### src/rtl/fsqrt_arbiter.sv
// Round-robin arbiter sharing one pipelined fsqrt unit among N_REQ requesters.
// A tag pipeline matched to the unit latency routes each result back to its issuer.
module fsqrt_arbiter #(
    parameter int N_REQ   = 4,
    parameter int LATENCY = 2
) (
    input  logic                  clk,
    input  logic                  rst,
    input  logic [N_REQ-1:0]      req_valid,
    input  logic [32*N_REQ-1:0]   req_x,
    output logic [N_REQ-1:0]      req_ready,
    output logic [31:0]           fsqrt_x,
    input  logic [31:0]           fsqrt_y,
    output logic [N_REQ-1:0]      resp_valid,
    output logic [31:0]           resp_y,
    output logic                  idle
);

    localparam int IW = $clog2(N_REQ);

    logic [IW-1:0]      ptr;
    logic [IW-1:0]      sel;
    logic               found;
    logic [LATENCY-1:0] tag_valid;
    logic [IW-1:0]      tag_idx [LATENCY];

    // Two passes give the wrap: first requesters at or above ptr, then from 0.
    // NOTE: every always_comb output gets a default first so no latch is inferred.
    always_comb begin
        found = 1'b0;
        sel   = '0;
        if (!rst) begin
            for (int i = 0; i < N_REQ; i++) begin
                if (!found && req_valid[i] && (IW'(i) >= ptr)) begin
                    found = 1'b1;
                    sel   = IW'(i);
                end
            end
            for (int i = 0; i < N_REQ; i++) begin
                if (!found && req_valid[i]) begin
                    found = 1'b1;
                    sel   = IW'(i);
                end
            end
        end
    end

    always_comb begin
        req_ready = '0;
        fsqrt_x   = 32'h0;
        for (int i = 0; i < N_REQ; i++) begin
            if (found && (sel == IW'(i))) begin
                req_ready[i] = 1'b1;
                fsqrt_x      = req_x[32*i +: 32];
            end
        end
    end

    // NOTE: sequential state uses non-blocking assignments so every register
    // samples pre-edge values regardless of statement order.
    always_ff @(posedge clk) begin
        if (rst) begin
            ptr        <= '0;
            tag_valid  <= '0;
            resp_valid <= '0;
            resp_y     <= 32'h0;
        end else begin
            if (found) begin
                ptr <= (sel == IW'(N_REQ-1)) ? '0 : sel + 1'b1;
            end
            tag_valid[0] <= found;
            for (int i = 1; i < LATENCY; i++) begin
                tag_valid[i] <= tag_valid[i-1];
            end
            for (int j = 0; j < N_REQ; j++) begin
                resp_valid[j] <= tag_valid[LATENCY-1] && (tag_idx[LATENCY-1] == IW'(j));
            end
            if (tag_valid[LATENCY-1]) begin
                resp_y <= fsqrt_y;
            end
        end
    end

    // NOTE: the index payload is left unreset; it is only observed when its valid bit is set.
    always_ff @(posedge clk) begin
        tag_idx[0] <= sel;
        for (int i = 1; i < LATENCY; i++) begin
            tag_idx[i] <= tag_idx[i-1];
        end
    end

    assign idle = ~(|tag_valid) & ~(|resp_valid);

endmodule

### config.mk
export PLATFORM = sky130hd
export DESIGN_NAME = fsqrt_arbiter
export DESIGN_NICKNAME = d
export VERILOG_FILES = /design/src/rtl/fsqrt_arbiter.sv
export SDC_FILE = /design/constraint.sdc
export NUM_CORES = 1
export LEC_CHECK = 0
export CAP_MARGIN = 20
export CORE_ASPECT_RATIO = 0.7
export CORE_UTILIZATION = 36
export CTS_CLUSTER_DIAMETER = 150
export DETAILED_ROUTE_END_ITERATION = 16
export GPL_TIMING_DRIVEN = 0
export PLACE_DENSITY_LB_ADDON = 0.2
export SLEW_MARGIN = 10
export SYNTH_ARGS = -nofsm -noshare
export SYNTH_HDL_FRONTEND = slang
export SYNTH_SLANG_ARGS = --single-unit
### constraint.sdc
create_clock -name clk -period 5.3 [get_ports clk]
set_clock_uncertainty 0.1 [all_clocks]
set_input_delay 0.795 -clock clk [delete_from_list [all_inputs] [get_ports clk]]
set_output_delay 0.795 -clock clk [all_outputs]
set_load 0.005 [all_outputs]
==> flow_metrics.py, run 1 <==
metrics = {
    "sta": {
        "setup_viol": 0,
        "finalCritPeriodShare_pct": 90.4,
        "hold_viol": 0,
        "max_freq_mhz": 209,
        "finalMaxSlewViolations": 0,
        "slew_headroom_pct": 65.1,
        "tightestPinTransition_ns": 0.519,
        "rsz0062_at_grt": "false",
        "tns_ns": 0,
        "min_period_ns": 4.79,
    },
    "route": {
        "drtIter0Drc": 144,
        "vias": 3672,
        "vias_per_cell": 5.07,
        "ant_nets": 0,
        "drc_errors": 0,
        "first_pass_iters": 4,
        "wl_um": 11300,
        "wl_per_cell_um": 15.6,
    },
    "clock_tree": {
        "postCtsSetupRepairBufs": 0,
        "cts_hold_buffers": 0,
        "clk_pin_slew_ns": 0.06,
        "cts_root_buf": "clkbuf_16",
        "htree_levels": 2,
        "cts.repair.resized": 0,
        "clkLatencyLatePin_ns": 0.28,
        "cts.sinks": 44,
        "cts_tree": "built",
        "cts_made_buffers": 5,
        "clock_path_buffers": 2,
    },
    "floorplanning": {
        "die_h_um": 77.5,
        "start_util_pct": 37.3,
        "die_w_um": 110,
        "io_pins": 239,
        "dieArea_mm2": 0.00852,
        "std_cell_rows": 27,
        "design.core.area_mm2": 0.00787,
    },
    "synthesis": {
        "synth_top_area_share_pct": 30.0,
        "synth_compound_area_share_pct": 23.8,
        "ys_seq_elements": 44,
        "synth.mux.area_fraction_pct": 11.6,
        "netlist_area_mm2": 0.00293,
        "synthTopCellsByArea": "dfxtp_1, a21oi_1, mux2i_1",
        "yosys_warnings": 0,
        "syn_inst": 377,
        "synth_xor_area_share_pct": 0,
        "yosysUniqueCellTypes": 31,
        "syn_avg_cell_area_um2": 7.78,
        "synth_top_family_by_area": "compound AO/OA/AOI/OAI gates",
        "synth-simple-area-share_pct": 21.2,
        "ys_seq_area_share_pct": 30.0,
        "synth_area_leader_cell": "dfxtp_1",
        "syn-num-nets": 547,
        "synthAdderAreaFrac_pct": 1.71,
    },
    "pwr": {
        "power_w": 0.00111,
        "p_per_area_mw_per_mm2": 198,
        "pwr-share-seq_pct": 32.3,
        "switchingPower_w": 0.000301,
        "p_leak_nw": 2.19,
        "ir_drop_mv": 0.160,
        "p_sw_share_pct": 27.2,
        "comb_power_share_pct": 40.2,
        "p_int_w": 0.000805,
        "power_frac_clock_pct": 27.5,
    },
    "worst_setup_path": {
        "crit_arrival_ns": 3.90,
        "critPathKind": "input port to output pin",
        "end_kind": "output pin",
        "required_ns": 4.41,
        "start_kind": "input port",
        "crit_fanout": 10,
    },
    "final_layout": {
        "antennaDiodeCount": 0,
        "area.growth.synth_to_final_pct": 90.5,
        "final_common_cell": "clkdlybuf4s50_1",
        "drive_above_1_share_pct": 5.30,
        "layout.nets": 792,
        "layout_common_cells": "clkdlybuf4s50_1, a21oi_1, dfxtp_1",
    },
    "global_route": {
        "track_usage_pct": 24.7,
        "grt_max_degree": 15,
        "grt_pass1_vias": 3363,
        "antenna_found_initial": 0,
        "grt_pass1_wl_um": 16500,
        "overflow": 0,
    },
    "run": {
        "cap_violations": 0,
    },
    "placed_design": {
        "gp_congestion": 0.877,
        "numPortBuffers": 238,
        "hpwl_um": 9110,
    },
    "outcome": {
        "status": "finished, final reports clean",
    },
    "worst_hold_path": {
        "hold_class": "register to register",
    },
}
[through the flow]
| step | util (%) | setup slack (ns) | instance area (um2) | hold slack (ns) | instances |
|---|---|---|---|---|---|
| 6_report | 71.0 | 0.510 | 5590 | 0.227 | 724 |
| 5_1_grt | 71.0 | 0.262 | 5590 | 0.236 | 724 |
| 4_1_cts | 71.0 | 0.512 | 5590 | 0.226 | 724 |
| 3_5_place_dp | 69.1 | 0.521 | 5440 | 0.213 | 716 |
| 3_3_place_gp | 69.1 | 0.587 | 5440 | 0.215 | 716 |
| 2_1_floorplan | - | 1.91 | 2930 | 0.210 | 377 |
[cells by family after synthesis]
logic type / Yosys count
adders and majority gates: 4
muxes: 34
DFF: 44
and+or+nand+nor: 118
AOI/OAI and AO/OA: 104
buffers and inverters: 73
[power groups by stage]
| stage | registers [W] | clock network, W | logic (W) |
|---|---|---|---|
| 2_1_floorplan | 0.000364 | 0 | 0.000190 |
| 3_3_place_gp | 0.000363 | 0 | 0.000432 |
| 3_5_place_dp | 0.000364 | 0 | 0.000443 |
| 4_1_cts | 0.000357 | 0.000309 | 0.000445 |
| 5_1_grt | 0.000359 | 0.000325 | 0.000478 |
| 6_report | 0.000357 | 0.000304 | 0.000445 |
[routing by layer]
metal | share of wire (%) | GRT usage, %
met1 | 43 | 30.2
met4 | 1.8 | 5.33
met5 | 0 | 0
met2 | 48 | 43.0
met3 | 7.2 | 6.64
[worst paths after layout]
kind	from	endpoint	slack, ns	cells after the start
max	req_valid[0]	fsqrt_x[12]	0.51	10
min	tag_idx[0][1]	tag_idx[0][3]	0.23	0
max reg2reg	ptr[1]	ptr[1]	3.23	7
min reg2reg	tag_idx[0][1]	tag_idx[0][3]	0.23	0
[state kept, by name, indices dropped and copies added, names as in the netlist]
register    cells
tag_idx         4
ptr             2
tag_valid       2
resp_valid      4
resp_y         32
[synthesized netlist by cell type]
master	instances
nand2_1	34
o221a_2	1
dfxtp_1	44
buf_1	1
buf_6	5
a221o_1	32
nor3b_1	1
inv_2	1
nor4_1	1
clkbuf_2	1
nand3b_1	32
nor2_1	36
inv_1	34
nor2b_1	2
mux2i_1	34
and2_1	4
and3b_1	1
and3_1	1
or4_1	2
o221ai_1	1
o21a_1	1
nor4_4	1
ha_1	4
o31a_1	1
nor3_1	1
buf_4	3
buf_2	14
a21oi_1	68
nand2b_1	1
clkbuf_1	14
or2_1	1
[final cells by class]
class                           count  area, um2
Timing Repair Buffer              238       2380
Fill cell                         656       2280
Multi-Input combinational cell    260       1710
Sequential cell                    44        881
Buffer                             38        210
Inverter                           35        131
Clock buffer                        6        129
Tap cell                          101        126
Clock inverter                      2       16.3
[critical path: stages]
cell,delay [ns]
clkdlybuf4s50_1,0.51
mux2i_1,0.22
nor2_1,0.10
or4_1,0.52
ha_1,0.24
buf_4,0.18
clkbuf_1,0.25
a221o_1,0.38
a21oi_1,0.15
clkdlybuf4s50_1,0.56
No activity file was read; power rests on OpenSTA's default activity.
==> inputs of run 2 (changes only) <==
--- a/config.mk
+++ b/config.mk
@@ -11,7 +11,7 @@
 export CTS_CLUSTER_DIAMETER = 150
 export DETAILED_ROUTE_END_ITERATION = 16
 export GPL_TIMING_DRIVEN = 0
-export PLACE_DENSITY_LB_ADDON = 0.2
+export PLACE_DENSITY = 0.88
 export SLEW_MARGIN = 10
 export SYNTH_ARGS = -nofsm -noshare
 export SYNTH_HDL_FRONTEND = slang
==> flow_metrics.py, run 2 (same netlist as run 1, synthesis figures left out) <==
metrics = {
    "clock_tree": {
        "clk_pin_slew_ns": 0.05,
        "cts_root_buf": "clkbuf_16",
        "cts_made_buffers": 5,
        "cts.sinks": 44,
        "clock_path_buffers": 2,
        "clkLatencyLatePin_ns": 0.29,
        "cts_tree": "built",
        "postCtsSetupRepairBufs": 0,
        "cts_hold_buffers": 0,
        "cts.repair.resized": 0,
        "htree_levels": 2,
    },
    "placed_design": {
        "gp_congestion": 0.914,
        "numPortBuffers": 238,
        "placed_area_mm2": 0.00544,
        "hpwl_um": 9390,
    },
    "pwr": {
        "ir_drop_mv": 0.174,
        "p_per_area_mw_per_mm2": 197,
        "p_leak_nw": 2.18,
        "power_w": 0.00110,
    },
    "final_layout": {
        "fin_area_mm2": 0.00558,
        "layout.nets": 792,
        "reg_top3": "resp_y (32), resp_valid (4), tag_idx (4)",
        "regMostFlops": "resp_y",
        "area.growth.synth_to_final_pct": 90.2,
        "antennaDiodeCount": 0,
        "drive_above_1_share_pct": 5.31,
        "utilization_pct": 70.9,
        "final_common_cell": "clkdlybuf4s50_1",
        "largest_reg_flops": 32,
        "layout_common_cells": "clkdlybuf4s50_1, a21oi_1, dfxtp_1",
    },
    "sta": {
        "setup_viol": 0,
        "min_period_ns": 4.84,
        "hold_slack_ns": 0.229,
        "max_freq_mhz": 207,
        "hold_viol": 0,
        "tns_ns": 0,
        "finalCritPeriodShare_pct": 91.3,
        "slew_headroom_pct": 65.0,
        "tightestPinTransition_ns": 0.520,
        "finalMaxSlewViolations": 0,
        "rsz0062_at_grt": "false",
    },
    "route": {
        "wl_per_cell_um": 16.0,
        "drtIter0Drc": 147,
        "ant_nets": 0,
        "first_pass_iters": 5,
        "vias": 3699,
        "drc_errors": 0,
        "wl_um": 11600,
        "vias_per_cell": 5.12,
    },
    "worst_setup_path": {
        "start_kind": "input port",
        "crit_arrival_ns": 3.95,
        "required_ns": 4.41,
        "critPathKind": "input port to output pin",
        "end_kind": "output pin",
        "crit_fanout": 10,
    },
    "floorplanning": {
        "dieArea_mm2": 0.00852,
        "start_util_pct": 37.3,
        "std_cell_rows": 27,
        "design.core.area_mm2": 0.00787,
        "die_w_um": 110,
        "die_h_um": 77.5,
        "io_pins": 239,
    },
    "global_route": {
        "grt_max_degree": 14,
        "overflow": 0,
        "grt_pass1_wl_um": 17200,
        "antenna_found_initial": 0,
        "track_usage_pct": 26.0,
        "grt_pass1_vias": 3581,
    },
    "run": {
        "cap_violations": 0,
    },
    "worst_hold_path": {
        "hold_class": "register to register",
    },
    "outcome": {
        "status": "finished, final reports clean",
    },
}
run 2: changes by cell type in the layout (fill, tap and decap cells not counted):
cell	before	now
clkinv_4	1	0
clkinv_2	0	1
clkbuf_1	15	14
run 2: per-layer routing:
metal  wire length, um  GRT usage (%)  part of all wire, %  vias to the layer above
met2              5800           46.7                   50                      141
met4               263           8.93                  2.3                        0
li1                  -              -                    -                     1811
met3               830           6.55                  7.2                       24
met1              4680           29.6                   40                     1723
met5                 0              0                    0                        -
run 2: cell type report:
class                           count  area (um2)
Buffer                             38         210
Timing Repair Buffer              238        2380
Inverter                           35         131
Sequential cell                    44         881
Clock buffer                        5         125
Fill cell                         609        2290
Tap cell                          101         126
Multi-Input combinational cell    260        1710
Clock inverter                      2        12.5
run 2: stage by stage:
| stage | worst slack [ns] | std cells |
|---|---|---|
| after global placement | 0.492 | 716 |
| after floorplan | 1.91 | 377 |
| after detailed placement | 0.470 | 716 |
| after CTS | 0.437 | 723 |
| final | 0.460 | 723 |
| after global routing | 0.198 | 723 |
run 2: worst paths after layout:
path	from	to	slack, ns	cells past startpoint
hold / removal	tag_idx[0][1]	tag_idx[0][3]	0.23	0
hold reg to reg	tag_idx[0][1]	tag_idx[0][3]	0.23	0
setup reg to reg	ptr[1]	ptr[1]	3.30	7
setup / recovery	rst	fsqrt_x[0]	0.46	9
run 2: power breakdown:
part | leakage [nW] | switching (W) | total [W] | internal (W)
logic | 1.76 | 0.000164 | 0.000445 | 0.000281
clock network | 0.0657 | 0.000124 | 0.000295 | 0.000171
registers | 0.360 | 0.00000908 | 0.000358 | 0.000349
total | 2.18 | 0.000297 | 0.00110 | 0.000801
run 2: worst max-delay path, cell delays in order:
cell             delay, ns
clkdlybuf4s50_1       0.47
clkbuf_1              0.26
nor4_1                0.55
ha_1                  0.29
clkbuf_1              0.35
a21oi_1               0.12
a221o_1               0.36
a21oi_1               0.21
clkdlybuf4s50_1       0.54
==> inputs of run 3 (changes only) <==
--- a/config.mk
+++ b/config.mk
@@ -12,7 +12,7 @@
 export DETAILED_ROUTE_END_ITERATION = 16
 export GPL_TIMING_DRIVEN = 0
 export PLACE_DENSITY = 0.88
-export SLEW_MARGIN = 10
+export SLEW_MARGIN = 20
 export SYNTH_ARGS = -nofsm -noshare
 export SYNTH_HDL_FRONTEND = slang
 export SYNTH_SLANG_ARGS = --single-unit
==> results of run 3 <==
No change in the layout: final DEF, timing and power equal those of run 2.
